File: src/rtl/sram_arb_pkg.sv
// sram_arb_pkg: shared FSM/grant types and counter sizing for the SRAM arbiter
package sram_arb_pkg;
    typedef enum logic [1:0] {IDLE, ACCESS, DONE} state_t;
    typedef enum logic {GNT_CPU, GNT_DBG} gnt_t;
    localparam int ACCESS_CYCLES_MAX = 15;
    localparam int CNT_W = $clog2(ACCESS_CYCLES_MAX + 1);
endpackage

File: src/rtl/sram_rr_arbiter.sv
// sram_rr_arbiter: 2-way round-robin grant with a last-grant register
module sram_rr_arbiter
    import sram_arb_pkg::*;
(
    input  logic Clk,
    input  logic Reset,
    input  logic i_cpu_req,
    input  logic i_dbg_req,
    input  logic i_update,
    input  gnt_t i_served,
    output logic o_valid,
    output gnt_t o_gnt
);
    gnt_t r_last;
    // last grant starts at DBG so the CPU wins the first tie
    always_ff @(posedge Clk) begin
        if (Reset) r_last <= GNT_DBG;
        else if (i_update) r_last <= i_served;
    end
    assign o_valid = i_cpu_req | i_dbg_req;
    assign o_gnt = (i_cpu_req && i_dbg_req) ? ((r_last == GNT_CPU) ? GNT_DBG : GNT_CPU)
                                            : (i_cpu_req ? GNT_CPU : GNT_DBG);
endmodule

File: src/rtl/sram_arbiter.sv
// sram_arbiter: shares one async SRAM between CPU and debug ports with fixed-timing accesses
module sram_arbiter
    import sram_arb_pkg::*;
#(
    parameter int ADDR_W = 20,
    parameter int DATA_W = 16,
    parameter int ACCESS_CYCLES = 2
) (
    input  logic              Clk,
    input  logic              Reset,
    input  logic              cpu_req,
    input  logic              cpu_we,
    input  logic [ADDR_W-1:0] cpu_addr,
    input  logic [DATA_W-1:0] cpu_wdata,
    output logic [DATA_W-1:0] cpu_rdata,
    output logic              cpu_ack,
    input  logic              dbg_req,
    input  logic              dbg_we,
    input  logic [ADDR_W-1:0] dbg_addr,
    input  logic [DATA_W-1:0] dbg_wdata,
    output logic [DATA_W-1:0] dbg_rdata,
    output logic              dbg_ack,
    output logic [ADDR_W-1:0] Mem_ADDR,
    input  logic [DATA_W-1:0] Mem_DQ_in,
    output logic [DATA_W-1:0] Mem_DQ_out,
    output logic              Mem_DQ_oe,
    output logic              Mem_CE,
    output logic              Mem_UB,
    output logic              Mem_LB,
    output logic              Mem_OE,
    output logic              Mem_WE,
    output logic              busy
);
    state_t            r_state;
    state_t            w_next;
    gnt_t              r_gnt;
    gnt_t              w_gnt;
    logic              w_valid;
    logic              w_done;
    logic              r_we;
    logic [ADDR_W-1:0] r_addr;
    logic [DATA_W-1:0] r_wdata;
    logic [CNT_W-1:0]  r_cnt;
    logic [DATA_W-1:0] r_cpu_rdata;
    logic [DATA_W-1:0] r_dbg_rdata;

    sram_rr_arbiter u_rr (
        .Clk       (Clk),
        .Reset     (Reset),
        .i_cpu_req (cpu_req),
        .i_dbg_req (dbg_req),
        .i_update  (w_done),
        .i_served  (r_gnt),
        .o_valid   (w_valid),
        .o_gnt     (w_gnt)
    );

    // state register; reset aborts any access so strobes release at the same edge
    always_ff @(posedge Clk) begin
        if (Reset) r_state <= IDLE;
        else r_state <= w_next;
    end

    // next state and SRAM strobe/ack decode from the registered state
    always_comb begin
        w_next    = r_state;
        Mem_CE    = 1'b1;
        Mem_UB    = 1'b1;
        Mem_LB    = 1'b1;
        Mem_OE    = 1'b1;
        Mem_WE    = 1'b1;
        Mem_DQ_oe = 1'b0;
        cpu_ack   = 1'b0;
        dbg_ack   = 1'b0;
        w_done    = 1'b0;
        case (r_state)
            IDLE: w_next = w_valid ? ACCESS : IDLE;
            ACCESS: begin
                Mem_CE    = 1'b0;
                Mem_UB    = 1'b0;
                Mem_LB    = 1'b0;
                Mem_OE    = r_we;
                Mem_WE    = !r_we;
                Mem_DQ_oe = r_we;
                w_next    = (r_cnt == '0) ? DONE : ACCESS;
            end
            DONE: begin
                Mem_CE    = 1'b0;
                Mem_UB    = 1'b0;
                Mem_LB    = 1'b0;
                Mem_DQ_oe = r_we;
                cpu_ack   = (r_gnt == GNT_CPU);
                dbg_ack   = (r_gnt == GNT_DBG);
                w_done    = 1'b1;
                w_next    = IDLE;
            end
            default: w_next = IDLE;
        endcase
    end

    // grant-time latching, access counter and read-data capture on the final strobe cycle
    always_ff @(posedge Clk) begin
        if (Reset) begin
            r_gnt       <= GNT_CPU;
            r_we        <= 1'b0;
            r_addr      <= '0;
            r_wdata     <= '0;
            r_cnt       <= '0;
            r_cpu_rdata <= '0;
            r_dbg_rdata <= '0;
        end else if (r_state == IDLE && w_valid) begin
            r_gnt   <= w_gnt;
            r_we    <= (w_gnt == GNT_CPU) ? cpu_we : dbg_we;
            r_addr  <= (w_gnt == GNT_CPU) ? cpu_addr : dbg_addr;
            r_wdata <= (w_gnt == GNT_CPU) ? cpu_wdata : dbg_wdata;
            r_cnt   <= CNT_W'(ACCESS_CYCLES - 1);
        end else if (r_state == ACCESS) begin
            if (r_cnt != '0) r_cnt <= r_cnt - CNT_W'(1);
            else if (!r_we && r_gnt == GNT_CPU) r_cpu_rdata <= Mem_DQ_in;
            else if (!r_we) r_dbg_rdata <= Mem_DQ_in;
        end
    end

    assign Mem_ADDR   = r_addr;
    assign Mem_DQ_out = r_wdata;
    assign cpu_rdata  = r_cpu_rdata;
    assign dbg_rdata  = r_dbg_rdata;
    assign busy       = (r_state != IDLE);
endmodule

File: config.mk
export PLATFORM = sky130hd
export DESIGN_NAME = sram_arbiter
export DESIGN_NICKNAME = d
export VERILOG_FILES = /design/src/rtl/sram_arb_pkg.sv /design/src/rtl/sram_rr_arbiter.sv /design/src/rtl/sram_arbiter.sv
export SDC_FILE = /design/constraint.sdc
export NUM_CORES = 1
export LEC_CHECK = 0
export CAP_MARGIN = 15
export CORE_ASPECT_RATIO = 0.6
export CORE_MARGIN = 5
export CORE_UTILIZATION = 41
export CTS_BUF_LIST = sky130_fd_sc_hd__clkbuf_2 sky130_fd_sc_hd__clkbuf_4 sky130_fd_sc_hd__clkbuf_8
export CTS_CLUSTER_SIZE = 28
export DETAILED_ROUTE_END_ITERATION = 8
export PLACE_DENSITY = 0.82
export SYNTH_ARGS = -nofsm -noshare
export SYNTH_HDL_FRONTEND = slang
export SYNTH_HIERARCHICAL = 1
export SYNTH_SLANG_ARGS = --single-unit
File: constraint.sdc
create_clock -name Clk -period 2.5 [get_ports Clk]
set_input_delay 0.375 -clock Clk [delete_from_list [all_inputs] [get_ports Clk]]
set_output_delay 0.375 -clock Clk [all_outputs]
set_load 0.01 [all_outputs]
==> summary.txt, run 1 <==
Status
  • Outcome: complete, no violations

Pwr
  • Max rail drop VDD: 280 uV
  • Total leakage power: 2.14 nW
  • Power per standard cell area: 597 mW/mm^2

Placed design
  • Last weighted congestion value of the routability-driven placer: 0.793
  • Inst Count DP: 606
  • Count of buffers inserted at the top-level ports: 170
  • Detailed placement HPWL: 7150 microns

Route
  • Post-detailed-routing wire length: 9250 microns
  • Remaining design rule violation count: 0
  • Final ANT Viol Nets: 0
  • Met1 wire length: 3820 microns
  • Top routing layer in use: met4
  • Drt first-iter violations: 96
  • Number of search-and-repair iterations in the first detailed-routing pass: 4
  • Met3 routed wirelength: 904 microns
  • Routed vias: 2,933
  • WL/cell: 14.9 microns
  • Via count normalized by instance count: 4.72
  • Met2 WL post-DR: 4420 microns

Critical path
  • Data required time at the worst endpoint: 2.12 ns
  • Critical R2R Capture: dbg_rdata[1]$_SDFFE_PP0P_
  • CP arrival: 1.86 ns
  • Classification of the worst setup path: flop to primary output
  • Depth of the worst register-to-register path: 5
  • Reg-to-reg setup timing slack: 0.47 ns
  • CP Capture Type: primary output
  • Start of the worst register-to-register path: r_state[0]$_SDFF_PP0_
  • Launching element type of the critical path: flop
  • Maximum net fanout on the critical path: 8

Floorplan
  • Standard-cell row count: 25
  • Chip Height: 79.8 microns
  • Starting density of the core: 42.3%
  • Core area: 0.00788 sq mm
  • Die area: 0.0101 sq mm
  • Number of placed I/O pins: 171
  • Die width: 126 microns

Clock tree
  • Number of buffers on the longest clock path: 2
  • Root Driver: sky130_fd_sc_hd__clkbuf_8
  • Count of hold-fix buffers inserted at cts: 0
  • Clock latency of the later-clocked register in the worst-skew pair: 0.35 ns
  • TritonCTS Buffers: 9
  • Clock Pin Slew Worst Setup and Hold Paths: 0.07 ns
  • H-tree Lvls: 3
  • CTS sink cnt: 77
  • CTS resizes: 0
  • Clock tree from TritonCTS: built
  • Number of setup buffers added after CTS: 0

Cells and area
  • Non-Filler Instances: 621
  • Number of nets in the finished design: 607
  • Number of diodes added for antenna fixing: 0
  • Number of fillers in the final layout: 627
  • Layout cells sized above 1: 6.43%
  • Sequential cell area: 0.00154 sq mm
  • Combined area of the multi-input logic cells: 0.00167 sq mm
  • Signed area change from the synthesized netlist to the final layout: 62.1%

STA
  • Clock period minus worst slack: 2.23 ns
  • Sum of negative setup slack: 0 ns
  • Maximum clock skew at final layout: 0.00652 ns
  • Number of failing hold endpoints at the final stage: 0
  • Tightest Pin Transition: 0.476 ns
  • Fraction of the cycle the final worst path needs: 89.2%
  • Number of max-slew violations in the final report: 0
  • Remaining max-slew budget at the tightest pin: 67.8%
  • Setup repair after global routing missed its margin: no
  • Fmax: 448 MHz
  • Count of final setup violators: 0

Hold path
  • Launch instance of the worst min-delay path: Mem_ADDR[3]$_SDFFE_PP0P_
  • Hold Path End: Mem_ADDR[3]$_SDFFE_PP0P_
  • Hold Crit Class: flop to flop
  • Hold depth: 2

Synthesis
  • Synth Instances: 342
  • Count of unique library cells instantiated by Yosys: 33
  • Post-synth net total: 440
  • Netlist area before placement: 0.00333 sq mm
  • Number of storage elements in the synthesis netlist: 77
  • Post-synthesis sequential area ratio: 46.3%
  • Synth warnings: 6
  • Mean instance size in the synthesized netlist: 9.74 sq um

Global route
  • Number of antenna violations at the first check in global routing: 0
  • First-pass GRT wire length: 15,300 microns
  • Vias in the first global route: 3,134
  • Tot GR Track Use: 18.9%
  • Pin count of the biggest net entering global routing: 40
  • Total congestion overflow after global routing: 0

Run
  • Max-cap violations: 0
worst max-delay path, stage by stage (launching register included):
cell	delay, ns
sky130_fd_sc_hd__dfxtp_1	0.32
sky130_fd_sc_hd__inv_1	0.07
sky130_fd_sc_hd__ha_1	0.35
sky130_fd_sc_hd__or2b_1	0.27
sky130_fd_sc_hd__clkdlybuf4s50_1	0.50
per-layer routing:
| layer | track usage [%] | vias to the layer above |
|---|---|---|
| met5 | 0 | - |
| met2 | 32.0 | 98 |
| li1 | - | 1484 |
| met4 | 5.25 | 0 |
| met1 | 21.1 | 1341 |
| met3 | 9.43 | 10 |
placed cells by master, fill, tap and decap left out, drive strengths merged, types with 4 or more instances in the layout:
cell / count
ha: 4
nand2b: 49
nand2: 43
o21ai: 41
mux2i: 69
clkdlybuf4s50: 170
dfxtp: 77
inv: 10
clkbuf: 10
buf: 9
cells in the mapped netlist:
cell	n	area, sq um
sky130_fd_sc_hd__nor2_1	1	3.75
sky130_fd_sc_hd__buf_4	2	15.0
sky130_fd_sc_hd__o41ai_1	1	8.76
sky130_fd_sc_hd__nor4_4	1	21.3
sky130_fd_sc_hd__nand3_1	1	5.00
sky130_fd_sc_hd__nand4bb_4	1	27.5
sky130_fd_sc_hd__and2_1	2	12.5
sky130_fd_sc_hd__a31oi_1	1	6.26
sky130_fd_sc_hd__or3b_2	1	8.76
sky130_fd_sc_hd__o21ai_0	41	205
sky130_fd_sc_hd__a211o_1	1	8.76
sky130_fd_sc_hd__nor2b_1	2	12.5
sky130_fd_sc_hd__buf_2	4	20.0
sky130_fd_sc_hd__clkbuf_1	15	56.3
sky130_fd_sc_hd__or2_2	1	6.26
sky130_fd_sc_hd__ha_1	4	50.1
sky130_fd_sc_hd__nor4b_1	3	26.3
sky130_fd_sc_hd__or4_4	1	11.3
sky130_fd_sc_hd__buf_6	2	22.5
sky130_fd_sc_hd__a21oi_1	1	5.00
sky130_fd_sc_hd__a21boi_0	1	7.51
sky130_fd_sc_hd__nand2b_1	49	307
sky130_fd_sc_hd__nand2_1	43	161
sky130_fd_sc_hd__or3_1	1	6.26
sky130_fd_sc_hd__or4b_1	1	10.0
sky130_fd_sc_hd__inv_1	10	37.5
sky130_fd_sc_hd__or2b_1	1	7.51
sky130_fd_sc_hd__nand4_1	1	6.26
sky130_fd_sc_hd__dfxtp_1	77	1540
sky130_fd_sc_hd__mux2i_1	69	691
sky130_fd_sc_hd__and2_0	1	6.26
sky130_fd_sc_hd__a31o_2	1	8.76
sky130_fd_sc_hd__nor3b_1	1	7.51
registers in the layout, indices dropped and copies added, names as in the netlist:
register     cells
dbg_rdata       16
Mem_DQ_out      16
r_gnt            1
Mem_ADDR        20
cpu_rdata       16
u_rr/r_last      1
r_cnt            4
r_state          2
r_we             1
stage by stage:
stage	util, %	area, sq um	power [mW]	hold slack (ns)	setup WS, ns
finish	68.5	5400	3.22	0.451	0.269
global route	68.5	5400	3.39	0.488	0.156
CTS	68.5	5400	3.26	0.460	0.253
detailed placement	65.8	5190	2.24	0.441	0.00198
global placement	65.8	5190	2.22	0.434	0.0770
floorplan	-	3330	1.77	0.474	0.683
layout make-up:
| class | instances | area share, % |
|---|---|---|
| inverter | 10 | 0.695 |
| multi-input combinational | 232 | 30.9 |
| clock inverter | 5 | 1.39 |
| clock buffer | 10 | 2.55 |
| sequential | 77 | 28.5 |
| timing repair buffer | 179 | 33.5 |
| tap | 108 | 2.50 |
power by group:
group / switching, mW / leakage (nW) / internal, mW
registers: 0.0651 / 0.629 / 1.33
logic: 0.336 / 1.40 / 0.474
clock network: 0.436 / 0.112 / 0.578
kinds of logic after synthesis:
family                     Yosys count  share of synthesized area, %
muxes                               69                          20.7
AOI/OAI and AO/OA                   47                          7.51
buffers and inverters               33                          4.55
adders and majority gates            4                          1.50
and+or+nand+nor                    112                          19.4
DFF                                 77                          46.3
worst max path at each step:
| stage | startpoint | endpoint | slack (ns) | cells after the start |
|---|---|---|---|---|
| floorplan | dbg_req | dbg_rdata[0]$_SDFFE_PP0P_ | 0.68 | 5 |
| global placement | dbg_req | dbg_rdata[5]$_SDFFE_PP0P_ | 0.08 | 5 |
| detailed placement | dbg_req | dbg_rdata[1]$_SDFFE_PP0P_ | 0.002 | 5 |
| CTS | r_state[1]$_SDFF_PP0_ | Mem_OE | 0.25 | 4 |
| global route | r_state[1]$_SDFF_PP0_ | Mem_OE | 0.16 | 4 |
| finish | r_state[1]$_SDFF_PP0_ | Mem_OE | 0.27 | 4 |
Power figures use the tool's default switching activity.
==> inputs of run 2 (changes only) <==
CORE_UTILIZATION = 40   (was 41)
CTS_BUF_LIST = sky130_fd_sc_hd__clkbuf_4 sky130_fd_sc_hd__clkbuf_8 sky130_fd_sc_hd__clkbuf_16   (was sky130_fd_sc_hd__clkbuf_2 sky130_fd_sc_hd__clkbuf_4 sky130_fd_sc_hd__clkbuf_8)
PLACE_DENSITY = 0.81   (was 0.82)
==> run 2 against run 1 <==
Sequential cell count unchanged. Final area increased by 1.5%. Register-to-register slack improved by 0.06 ns. Critical path type unchanged. Critical endpoint unchanged. Largest power group unchanged.
==> summary.txt, run 2 (synthesis results as in run 1) <==
Global route
  • Pin count of the biggest net entering global routing: 51 (+28%)
  • Vias in the first global route: 3,069 (-2.1%)
  • First-pass GRT wire length: 14,900 microns (-2.6%)
  • Number of antenna violations at the first check in global routing: 0 (unchanged)
  • Total congestion overflow after global routing: 0 (unchanged)
  • Tot GR Track Use: 18.3% (-0.60 points)

STA
  • Number of max-slew violations in the final report: 0 (unchanged)
  • Number of failing hold endpoints at the final stage: 0 (unchanged)
  • Sum of negative setup slack: 0 ns (unchanged)
  • Fraction of the cycle the final worst path needs: 87.1% (-2.2 points)
  • Fmax: 459 MHz (+2.5%)
  • Remaining max-slew budget at the tightest pin: 73.4% (+5.6 points)
  • Maximum clock skew at final layout: 0.00438 ns (-0.00214 ns)
  • Count of final setup violators: 0 (unchanged)
  • Setup repair after global routing missed its margin: no
  • Tightest Pin Transition: 0.399 ns (-0.0775 ns)
  • Clock period minus worst slack: 2.18 ns (-0.0546 ns)

Placed design
  • Area after DPL: 0.00517 sq mm (-0.39%)
  • Count of buffers inserted at the top-level ports: 170 (unchanged)
  • Detailed placement HPWL: 7180 microns (+0.46%)
  • Last weighted congestion value of the routability-driven placer: 0.762 (-3.9%)

Hold path
  • Hold Crit Class: flop to flop
  • Hold depth: 2 (unchanged)

Clock tree
  • TritonCTS Buffers: 9 (unchanged)
  • Number of buffers on the longest clock path: 2 (unchanged)
  • H-tree Lvls: 3 (unchanged)
  • Clock tree from TritonCTS: built
  • Clock Pin Slew Worst Setup and Hold Paths: 0.05 ns (-0.02 ns)
  • CTS sink cnt: 77 (unchanged)
  • Root Driver: sky130_fd_sc_hd__clkbuf_16
  • Clock latency of the later-clocked register in the worst-skew pair: 0.33 ns (-0.02 ns)
  • CTS resizes: 0 (unchanged)
  • Number of setup buffers added after CTS: 0 (unchanged)
  • Count of hold-fix buffers inserted at cts: 0 (unchanged)

Pwr
  • Power per standard cell area: 651 mW/mm^2 (+9.1%)
  • PnR Total Power: 3.57 mW (+11%)
  • Max rail drop VDD: 389 uV (+39%)
  • Total leakage power: 2.18 nW (+1.8%)

Route
  • Routed vias: 2,943 (+0.34%)
  • WL/cell: 15.0 microns (+0.44%)
  • Via count normalized by instance count: 4.75 (+0.50%)
  • Number of search-and-repair iterations in the first detailed-routing pass: 4 (unchanged)
  • Drt first-iter violations: 111 (+16%)
  • Final ANT Viol Nets: 0 (unchanged)
  • Remaining design rule violation count: 0 (unchanged)
  • Post-detailed-routing wire length: 9280 microns (+0.28%)

Cells and area
  • Commonest non-fill, non-tap cells in the layout: sky130_fd_sc_hd__clkdlybuf4s50_1 (170), sky130_fd_sc_hd__dfxtp_1 (77), sky130_fd_sc_hd__mux2i_1 (69), sky130_fd_sc_hd__nand2b_1 (49), sky130_fd_sc_hd__nand2_1 (43)
  • Flip-flop count of the largest register, all copies and words added: 20 (unchanged)
  • Number of diodes added for antenna fixing: 0 (unchanged)
  • Most frequent standard cell in the layout excluding fill and tap cells: sky130_fd_sc_hd__clkdlybuf4s50_1
  • Number of nets in the finished design: 606 (-0.16%)
  • Layout cells sized above 1: 6.25% (-0.18 points)
  • Post-layout instance area: 0.00548 sq mm (+1.5%)
  • Signed area change from the synthesized netlist to the final layout: 64.6%

Critical path
  • CP arrival: 1.80 ns (-0.06 ns)
  • Depth of the worst register-to-register path: 5 (unchanged)
  • Maximum net fanout on the critical path: 8 (unchanged)
  • Data required time at the worst endpoint: 2.12 ns (about the same)
  • Launching element type of the critical path: flop
  • Classification of the worst setup path: flop to primary output
  • CP Capture Type: primary output

Floorplan
  • Standard-cell row count: 25 (unchanged)
  • Die area: 0.0103 sq mm (+2.2%)
  • Starting density of the core: 41.8% (-0.50 points)
  • Core area: 0.00798 sq mm (+1.2%)
  • Chip Height: 80.7 microns (+1.1%)
  • Number of placed I/O pins: 171 (unchanged)
  • Die width: 128 microns (+1.1%)

Status
  • Outcome: complete, no violations

Run
  • Max-cap violations: 0 (unchanged)
## run 2: worst paths after layout
kind                                             endpoint                      from  slack (ns)
worst max register to register  dbg_rdata[0]$_SDFFE_PP0P_     r_state[1]$_SDFF_PP0_        0.53
worst min-delay path             Mem_ADDR[6]$_SDFFE_PP0P_  Mem_ADDR[6]$_SDFFE_PP0P_        0.45
worst min register to register   Mem_ADDR[6]$_SDFFE_PP0P_  Mem_ADDR[6]$_SDFFE_PP0P_        0.45
worst max-delay path                               Mem_OE     r_state[1]$_SDFF_PP0_        0.32
## run 2: report_power, final
group          switching, mW  internal, mW
Sequential            0.0635          1.34
Clock                  0.479         0.889
Combinational          0.333         0.470
## run 2: worst max-delay path: stages, from the launching register on
cell	delay (ns)
sky130_fd_sc_hd__dfxtp_1	0.31
sky130_fd_sc_hd__inv_1	0.07
sky130_fd_sc_hd__ha_1	0.35
sky130_fd_sc_hd__or2b_1	0.26
sky130_fd_sc_hd__clkdlybuf4s50_1	0.48
## run 2: area by class of cell
cell class | count | area, sq um
sequential | 77 | 1540
clock inverter | 5 | 75.1
fill | 632 | 2490
timing repair buffer | 178 | 1790
clock buffer | 10 | 239
multi-input combinational | 232 | 1670
tap | 108 | 135
inverter | 10 | 37.5
## run 2: per-layer routing
layer  global-route usage (%)  part of all wire (%)  up-vias
met5                        0                     0        -
met4                     4.98                   1.3        0
met3                     9.44                    11       12
met2                     29.8                    47      108
met1                     21.2                    41     1339
li1                         -                     -     1484
## run 2: per-stage QoR
step	util (%)	cells	setup WS, ns	hold slack, ns
floorplan	-	342	0.683	0.474
global placement	64.8	605	0.0608	0.433
detailed placement	64.8	605	0.0288	0.441
CTS	68.7	620	0.305	0.454
global route	68.7	620	0.239	0.475
finish	68.7	620	0.323	0.448
